<file path="src/rtl/toll_if.sv">
// Vehicle-event bus between the booth sequencer and the toll-rate classifier:
// the qualified condition flags going in, the registered rate class and counters coming out.
interface toll_if #(
    parameter int CNT_W = 16
);
    logic             valid;
    logic             WD;
    logic             RH;
    logic             LN;
    logic             HT;
    logic             clr_cnt;
    logic             out_valid;
    logic             High;
    logic             Med;
    logic             Low;
    logic             Err;
    logic [CNT_W-1:0] cnt_high;
    logic [CNT_W-1:0] cnt_med;
    logic [CNT_W-1:0] cnt_low;
    logic [CNT_W-1:0] cnt_err;

    modport master (
        output valid, WD, RH, LN, HT, clr_cnt,
        input  out_valid, High, Med, Low, Err,
        input  cnt_high, cnt_med, cnt_low, cnt_err
    );

    modport slave (
        input  valid, WD, RH, LN, HT, clr_cnt,
        output out_valid, High, Med, Low, Err,
        output cnt_high, cnt_med, cnt_low, cnt_err
    );
endinterface

</file>
<file path="src/rtl/toll_system.sv">
// Toll-rate classifier: decodes the four vehicle condition flags into a registered
// one-hot rate class and keeps saturating per-class event counters.
module toll_system #(
    parameter int CNT_W = 16
) (
    input  logic   clk,
    input  logic   rst_n,
    toll_if.slave  bus
);
    // One-hot bit positions inside class vectors.
    localparam int IDX_HIGH = 0;
    localparam int IDX_MED  = 1;
    localparam int IDX_LOW  = 2;
    localparam int IDX_ERR  = 3;

    localparam logic [CNT_W-1:0] CNT_ZERO = {CNT_W{1'b0}};
    localparam logic [CNT_W-1:0] CNT_MAX  = {CNT_W{1'b1}};
    localparam logic [CNT_W-1:0] CNT_ONE  = {{(CNT_W-1){1'b0}}, 1'b1};

    // Err has priority: rush hour outside weekdays or together with late night is impossible.
    function automatic logic [3:0] decode_class(input logic wd, input logic rh,
                                                input logic ln, input logic ht);
        logic [3:0] onehot;
        if ((rh & ~wd) | (rh & ln)) begin
            onehot = 4'b1000;
        end else if (rh | (ht & ~ln)) begin
            onehot = 4'b0001;
        end else if (ln & ~ht) begin
            onehot = 4'b0100;
        end else begin
            onehot = 4'b0010;
        end
        return onehot;
    endfunction

    function automatic logic [CNT_W-1:0] sat_inc(input logic [CNT_W-1:0] value);
        logic [CNT_W-1:0] result;
        if (value == CNT_MAX) begin
            result = value;
        end else begin
            result = value + CNT_ONE;
        end
        return result;
    endfunction

    logic [3:0]       class_s;
    logic [3:0]       class_r;
    logic             out_valid_r;
    logic [CNT_W-1:0] cnt_nxt_s [4];
    logic [CNT_W-1:0] cnt_r     [4];

    // Decode the current flags into the one-hot rate class.
    always_comb begin
        class_s = decode_class(bus.WD, bus.RH, bus.LN, bus.HT);
    end

    // Next counter values: clear beats counting, otherwise bump the decoded class.
    always_comb begin
        for (int i = 0; i < 4; i++) begin
            cnt_nxt_s[i] = cnt_r[i];
            if (bus.clr_cnt) begin
                cnt_nxt_s[i] = CNT_ZERO;
            end else if (bus.valid && class_s[i]) begin
                cnt_nxt_s[i] = sat_inc(cnt_r[i]);
            end else begin
                cnt_nxt_s[i] = cnt_r[i];
            end
        end
    end

    // Register event strobe and class; the class holds between events.
    always_ff @(posedge clk or negedge rst_n) begin
        if (!rst_n) begin
            out_valid_r <= 1'b0;
            class_r     <= 4'b0000;
        end else begin
            out_valid_r <= bus.valid;
            if (bus.valid) begin
                class_r <= class_s;
            end else begin
                class_r <= class_r;
            end
        end
    end

    // Register the per-class event counters.
    always_ff @(posedge clk or negedge rst_n) begin
        if (!rst_n) begin
            for (int i = 0; i < 4; i++) begin
                cnt_r[i] <= CNT_ZERO;
            end
        end else begin
            for (int i = 0; i < 4; i++) begin
                cnt_r[i] <= cnt_nxt_s[i];
            end
        end
    end

    assign bus.out_valid = out_valid_r;
    assign bus.High      = class_r[IDX_HIGH];
    assign bus.Med       = class_r[IDX_MED];
    assign bus.Low       = class_r[IDX_LOW];
    assign bus.Err       = class_r[IDX_ERR];
    assign bus.cnt_high  = cnt_r[IDX_HIGH];
    assign bus.cnt_med   = cnt_r[IDX_MED];
    assign bus.cnt_low   = cnt_r[IDX_LOW];
    assign bus.cnt_err   = cnt_r[IDX_ERR];
endmodule

</file>
<file path="src/flat_wrapper.sv">
// flat-port wrapper written by rule: the top's interface ports become plain ports
module toll_system_flat 
#(
    parameter int CNT_W = 16
)
  (clk, rst_n, bus_valid, bus_WD, bus_RH, bus_LN, bus_HT, bus_clr_cnt, bus_out_valid, bus_High, bus_Med, bus_Low, bus_Err, bus_cnt_high, bus_cnt_med, bus_cnt_low, bus_cnt_err);
  toll_if #(.CNT_W(CNT_W)) bus_i ();
  input  logic clk;
  input  logic rst_n;
  input wire logic [$bits(bus_i.valid)-1:0] bus_valid;
  input wire logic [$bits(bus_i.WD)-1:0] bus_WD;
  input wire logic [$bits(bus_i.RH)-1:0] bus_RH;
  input wire logic [$bits(bus_i.LN)-1:0] bus_LN;
  input wire logic [$bits(bus_i.HT)-1:0] bus_HT;
  input wire logic [$bits(bus_i.clr_cnt)-1:0] bus_clr_cnt;
  output wire logic [$bits(bus_i.out_valid)-1:0] bus_out_valid;
  output wire logic [$bits(bus_i.High)-1:0] bus_High;
  output wire logic [$bits(bus_i.Med)-1:0] bus_Med;
  output wire logic [$bits(bus_i.Low)-1:0] bus_Low;
  output wire logic [$bits(bus_i.Err)-1:0] bus_Err;
  output wire logic [$bits(bus_i.cnt_high)-1:0] bus_cnt_high;
  output wire logic [$bits(bus_i.cnt_med)-1:0] bus_cnt_med;
  output wire logic [$bits(bus_i.cnt_low)-1:0] bus_cnt_low;
  output wire logic [$bits(bus_i.cnt_err)-1:0] bus_cnt_err;
  assign bus_i.valid = bus_valid;
  assign bus_i.WD = bus_WD;
  assign bus_i.RH = bus_RH;
  assign bus_i.LN = bus_LN;
  assign bus_i.HT = bus_HT;
  assign bus_i.clr_cnt = bus_clr_cnt;
  assign bus_out_valid = bus_i.out_valid;
  assign bus_High = bus_i.High;
  assign bus_Med = bus_i.Med;
  assign bus_Low = bus_i.Low;
  assign bus_Err = bus_i.Err;
  assign bus_cnt_high = bus_i.cnt_high;
  assign bus_cnt_med = bus_i.cnt_med;
  assign bus_cnt_low = bus_i.cnt_low;
  assign bus_cnt_err = bus_i.cnt_err;
  toll_system #(.CNT_W(CNT_W)) u_core (.clk(clk), .rst_n(rst_n), .bus(bus_i));
endmodule
</file>
<file path="config.mk">
export PLATFORM = sky130hd
export DESIGN_NAME = toll_system_flat
export DESIGN_NICKNAME = d
export VERILOG_FILES = /design/src/rtl/toll_if.sv /design/src/rtl/toll_system.sv /design/src/flat_wrapper.sv
export SDC_FILE = /design/constraint.sdc
export NUM_CORES = 1
export LEC_CHECK = 0
export ABC_AREA = 1
export CAP_MARGIN = 20
export CORE_ASPECT_RATIO = 0.5
export CORE_MARGIN = 2
export CORE_UTILIZATION = 35
export DETAILED_ROUTE_END_ITERATION = 10
export HOLD_SLACK_MARGIN = 0.1
export PLACE_DENSITY_LB_ADDON = 0.25
export SYNTH_ARGS = -nofsm -noshare
export SYNTH_HDL_FRONTEND = slang
export SYNTH_SLANG_ARGS = --single-unit
</file>
<file path="constraint.sdc">
create_clock -name clk -period 1.64 [get_ports clk]
set_clock_uncertainty 0.05 [all_clocks]
set_input_delay 0.328 -clock clk [delete_from_list [all_inputs] [get_ports clk]]
set_output_delay 0.328 -clock clk [all_outputs]
set_load 0.02 [all_outputs]
</file>
* After elaboration in Yosys (flattened, before gate mapping)
Index checks and enable logic that the tools add are counted.
** Storage, ports and cells
- Register bits after elaboration :: 69
- Latch bits :: 0
- Memory bits (writable) :: 0
- Bits in read-only memories :: 0
- Input bits :: 8
- Output and inout port bits :: 69
- Word-level logic and storage cells :: 54
- Memories :: 0
** Cells by class
- Add/subtract/negate cells :: 4
- Multipliers :: 0
- Div/mod/pow operators :: 0
- $lt $le $gt $ge :: 0
- Equal/unequal tests :: 8
- Shift-type cells :: 0
- Mux-type cells :: 15
- Bitwise gates (word level) :: 9
- Reduce and logical (&&, ||, !) cells :: 12
** Operator list (number)
- 16-bit 2-to-1 mux :: 12
- 16-bit by 1-bit adder with 16-bit output (second input constant) :: 4
- 16-bit equality test (second input constant) :: 4
- 4-bit 2-to-1 mux :: 2
- 2-bit inequality test (second input constant) :: 4
- 2-bit AND reduction :: 4
- 2-bit nonzero test :: 4
- 1-bit bitwise AND :: 4
- 1-bit logical AND :: 4
- 3-bit 2-to-1 mux :: 1
- 1-bit NOT :: 3
- 1-bit OR :: 2

* Depth between registers and ports, before layout
- Depth in word-level cells :: 8
- Mapped depth :: 11
- Mapped depth without buffers :: 10

* Least setup slack after synthesis
OpenSTA, ideal clock, no wires.
- Path kind :: reg-to-reg
- From :: register u_core.cnt_r (netlist bit u_core.bus.cnt_high[0])
- To :: register u_core.cnt_r (netlist bit u_core.bus.cnt_high[8])
- Library setup time :: 117 ps
- Arrival time :: 1501 ps
- Slack :: -27 ps
- Cell stages (with the launch flop) :: 12
- Path buffers :: 1
- Cells stage by stage :: dfrtp_1 -> ha_1 -> nand2_1 -> nor2_2 -> nand2_1 -> inv_1 -> nand3_1 -> nand2_1 -> buf_6 -> inv_1 -> nand2_1 -> nand2_1
** Between the ends
- Word-level cells in the longest chain between the ends :: 4
- Elaborated cells between the ends (all ways) :: 7
- Those cells by class :: add/sub (1); eq/ne (2); mux (3); reduce/logical (1)
** RTL lines
- from (decl) :: line toll_system.sv:50 : logic [CNT_W-1:0] cnt_r [4];
- from (signal, indexed assignment) :: line toll_system.sv:94 : cnt_r[i] <= cnt_nxt_s[i];
- 16-bit by 1-bit adder with 16-bit output :: line toll_system.sv:41 : result = value + CNT_ONE;
- 16-bit 2-to-1 mux :: line toll_system.sv:38 : if (value == CNT_MAX) begin
- 16-bit 2-to-1 mux :: line toll_system.sv:63 : end else if (bus.valid && class_s[i]) begin
- 16-bit 2-to-1 mux :: line toll_system.sv:61 : if (bus.clr_cnt) begin
Several ways; a longest one is shown, not always the timed one. The select of a mux whose other input is x is not followed.
A chain may end at the register's enable or synchronous reset.

* Final worst setup path
- From :: register u_core.cnt_r (netlist bit u_core.bus.cnt_low[0])
- To :: output port bus_cnt_low[0]
** RTL lines
- to (decl) :: line flat_wrapper.sv:23 : output wire logic [$bits(bus_i.cnt_low)-1:0] bus_cnt_low;
No word-level cell between the ends.

==> flow_summary.json <==
{
  "fin_hold_ws_ns": 0.407,
  "synth_ff_type": "dfrtp_1",
  "regArea_um2": 1740,
  "mostFrequentLayoutCell": "nand2_1",
  "dr.pass1.iters": 5,
  "r2r_cells": 10,
  "place_congestion": 0.852,
  "worstReg2RegStart": "u_core.bus.cnt_med[0]",
  "fin_tns_setup_ns": 0,
  "htree_levels": 3,
  "multi_input_area_um2": 2330,
  "die-area_um2": 13200,
  "ys_seq_area_frac": 0.404,
  "cpPeakStageDelay_ns": 0.41,
  "antenna_cells": 0,
  "setup_violations": 0,
  "path_max_fanout": 4,
  "num_vias": 4410,
  "num_io_pins": 77,
  "antenna_found_initial": 0,
  "topRoutingLayerUsed": "met4",
  "grt_pass1_vias": 4063,
  "crit_arrival_ns": 1.22,
  "slowest_stage": "dfrtp_1",
  "critPathLaunch": "u_core.bus.cnt_low[0]",
  "cts_made_buffers": 9,
  "wl_per_cell_um": 12.4,
  "route.met3.wl_um": 431,
  "drc": 0,
  "met1Wirelength_um": 5750,
  "synth_compound_area_frac": 0.0592,
  "grt.overflow.total": 0,
  "rows": 28,
  "fin_area_um2": 5980,
  "fin_ws_ns": 0.0418,
  "layout-drive-gt1-share": 0.161,
  "pre_cts_ws_ns": -0.307,
  "fin_total_pwr_mw": 4.00,
  "clock-root-buffer": "clkbuf_16",
  "crit_type": "reg2out",
  "drt_wl_total_um": 11600,
  "routed-wl-met2_um": 5270,
  "start_util": 0.361,
  "placedInstanceArea_um2": 5630,
  "hpwl_um": 8440,
  "slew-limit-headroom": 0.739,
  "ys_types": 27,
  "clock.fmax_mhz": 626,
  "synth_enable_flop_cells": 0,
  "drt_iter0_markers": 169,
  "holdCritPathClass": "in2reg",
  "synth_fp_nets": 638,
  "finalCritPeriodShare": 0.975,
  "clkSinkCount": 69,
  "regToRegSetupSlack_ns": 0.10,
  "synthToLayoutAreaGrowth_pct": 40.0,
  "worstSetupEndpointType": "output port",
  "synth-simple-area-share": 0.399,
  "path_cells": "buf_4, dlygate4sd2_1",
  "reg2reg_to": "u_core.bus.cnt_med[11]",
  "grt_pass1_wl_um": 19600,
  "grt_setup_unrepaired": "true",
  "synthAdderAreaFrac": 0.0117,
  "async_flop_share": 1.00,
  "leakagePower_nw": 3.07,
  "syn_area_um2": 4270,
  "fp.dieH_um": 82.1,
  "status": "finished clean",
  "maxCapViolations": 0,
  "track_usage": 0.188,
  "yosys_warnings": 0,
  "fin_crit_ns": 1.60,
  "clk_path_buf_depth": 2,
  "coreArea_um2": 11800,
  "ir_drop_mv": 0.430,
  "fill_cells": 1218,
  "ant_nets": 0,
  "power_density_nw_per_um2": 670,
  "cts_tree": "yes",
  "synth-seq-cells": 69,
  "synth_top_family_by_area": "simple AND/OR/NAND/NOR gates",
  "min-delay-start": "bus_LN",
  "hold_viol_final": 0,
  "grt_max_degree": 70,
  "setup.worst_path.end": "bus_cnt_low[0]",
  "slew_violations": 0,
  "fin_nets": 776,
  "portBuffers": 76,
  "synthCells": 626,
  "vias_per_cell": 4.73,
  "worst_setup_path_start_kind": "flop",
  "syn_area_per_cell_um2": 6.82,
  "clk_latency_ns": 0.34,
  "final_cell_mix": "nand2_1 (230), nor2_1 (71), dlygate4sd2_1 (68)",
  "synth_xor_xnor_area_share": 0.0492,
  "tightest_slew_ns": 0.391,
  "muxShareOfSynthArea": 0,
  "die_w_um": 160,
  "worstPathRequired_ns": 1.26,
  "cts.clk_slew.worst_paths_ns": 0.06
}
-- where the power goes --
group	internal [mW]	total [mW]	leakage, nW	switching, mW
combinational	0.172	0.423	2.00	0.251
clock	1.09	1.83	0.135	0.731
sequential	1.73	1.76	0.941	0.0218
total	3.00	4.00	3.07	1.00
-- cells by family (layout without fill, tap and decap cells) --
logic type | Yosys count | in the layout
adders and majority gates | 4 | 4
and+or+nand+nor | 406 | 406
AOI/OAI and AO/OA | 48 | 48
xor gates and xnor gates | 24 | 24
buffers and inverters | 75 | 217
DFF | 69 | 69
-- worst min-delay path by stage --
stage | slack (ns) | to | cells after the start
final | 0.41 | u_core.class_r[1] | 4
after global routing | 0.47 | u_core.class_r[1] | 2
after CTS | 0.44 | u_core.class_r[1] | 2
after detailed placement | 0.34 | u_core.bus.cnt_err[15] | 2
after global placement | 0.34 | u_core.bus.cnt_err[7] | 2
after floorplan | -0.02 | u_core.bus.cnt_err[0] | 0
-- flip-flops by register name, summed over array words and instances, names as in the netlist --
signal	count
u_core.bus.cnt_err	16
u_core.bus.cnt_high	16
u_core.bus.cnt_low	16
u_core.bus.cnt_med	16
u_core.class_r	4
u_core.bus.out_valid	1
-- worst max-delay path, delay by kind of cell, from the launching register on --
kind / cells / cell delay (ns)
buffers and inverters: 2 / 0.47
DFF: 1 / 0.41
-- per-layer routing --
layer,global-route usage,up-vias
met5,0,-
met4,0.0604,0
met3,0.0385,13
met2,0.314,84
met1,0.249,2055
li1,-,2258
-- cell type report --
| cell class | instances | share of cell area |
|---|---|---|
| Tap cell | 165 | 0.0345 |
| Timing Repair Buffer | 138 | 0.200 |
| Clock inverter | 2 | 0.00167 |
| Clock buffer | 13 | 0.0435 |
| Inverter | 64 | 0.0402 |
| Sequential cell | 69 | 0.290 |
| Multi-Input combinational cell | 482 | 0.389 |
-- metrics by stage --
| stage | cells | utilization |
|---|---|---|
| after floorplan | 626 | - |
| after global placement | 915 | 0.475 |
| after detailed placement | 915 | 0.475 |
| after CTS | 931 | 0.492 |
| after global routing | 933 | 0.505 |
| final | 933 | 0.505 |
-- repair_timing --
| item | in CTS | in global routing |
|---|---|---|
| hold buffers | 1 | 0 |
| endpoints found under the hold margin | 69 | 0 |
| pin swaps | 0 | 6 |
| buffers inserted | 0 | 2 |
| endpoints found under the setup margin | 70 | 60 |
| gates resized for setup | 70 | 50 |
-- synth_stat cells, types with 3 or more instances --
master | instances | share of area
buf_4 | 3 | 0.0053
buf_6 | 4 | 0.011
dfrtp_1 | 69 | 0.40
ha_1 | 4 | 0.012
inv_1 | 61 | 0.054
inv_2 | 3 | 0.0026
nand2_1 | 235 | 0.21
nand2_2 | 3 | 0.0044
nand3_1 | 48 | 0.056
nand4_1 | 22 | 0.032
nor2_1 | 84 | 0.074
nor2_4 | 3 | 0.0079
nor3_1 | 4 | 0.0047
o21ai_0 | 32 | 0.038
o21ai_1 | 10 | 0.012
o21bai_1 | 5 | 0.0088
xnor2_1 | 5 | 0.010
xor2_1 | 19 | 0.039
(Power assumes the default switching activity.)
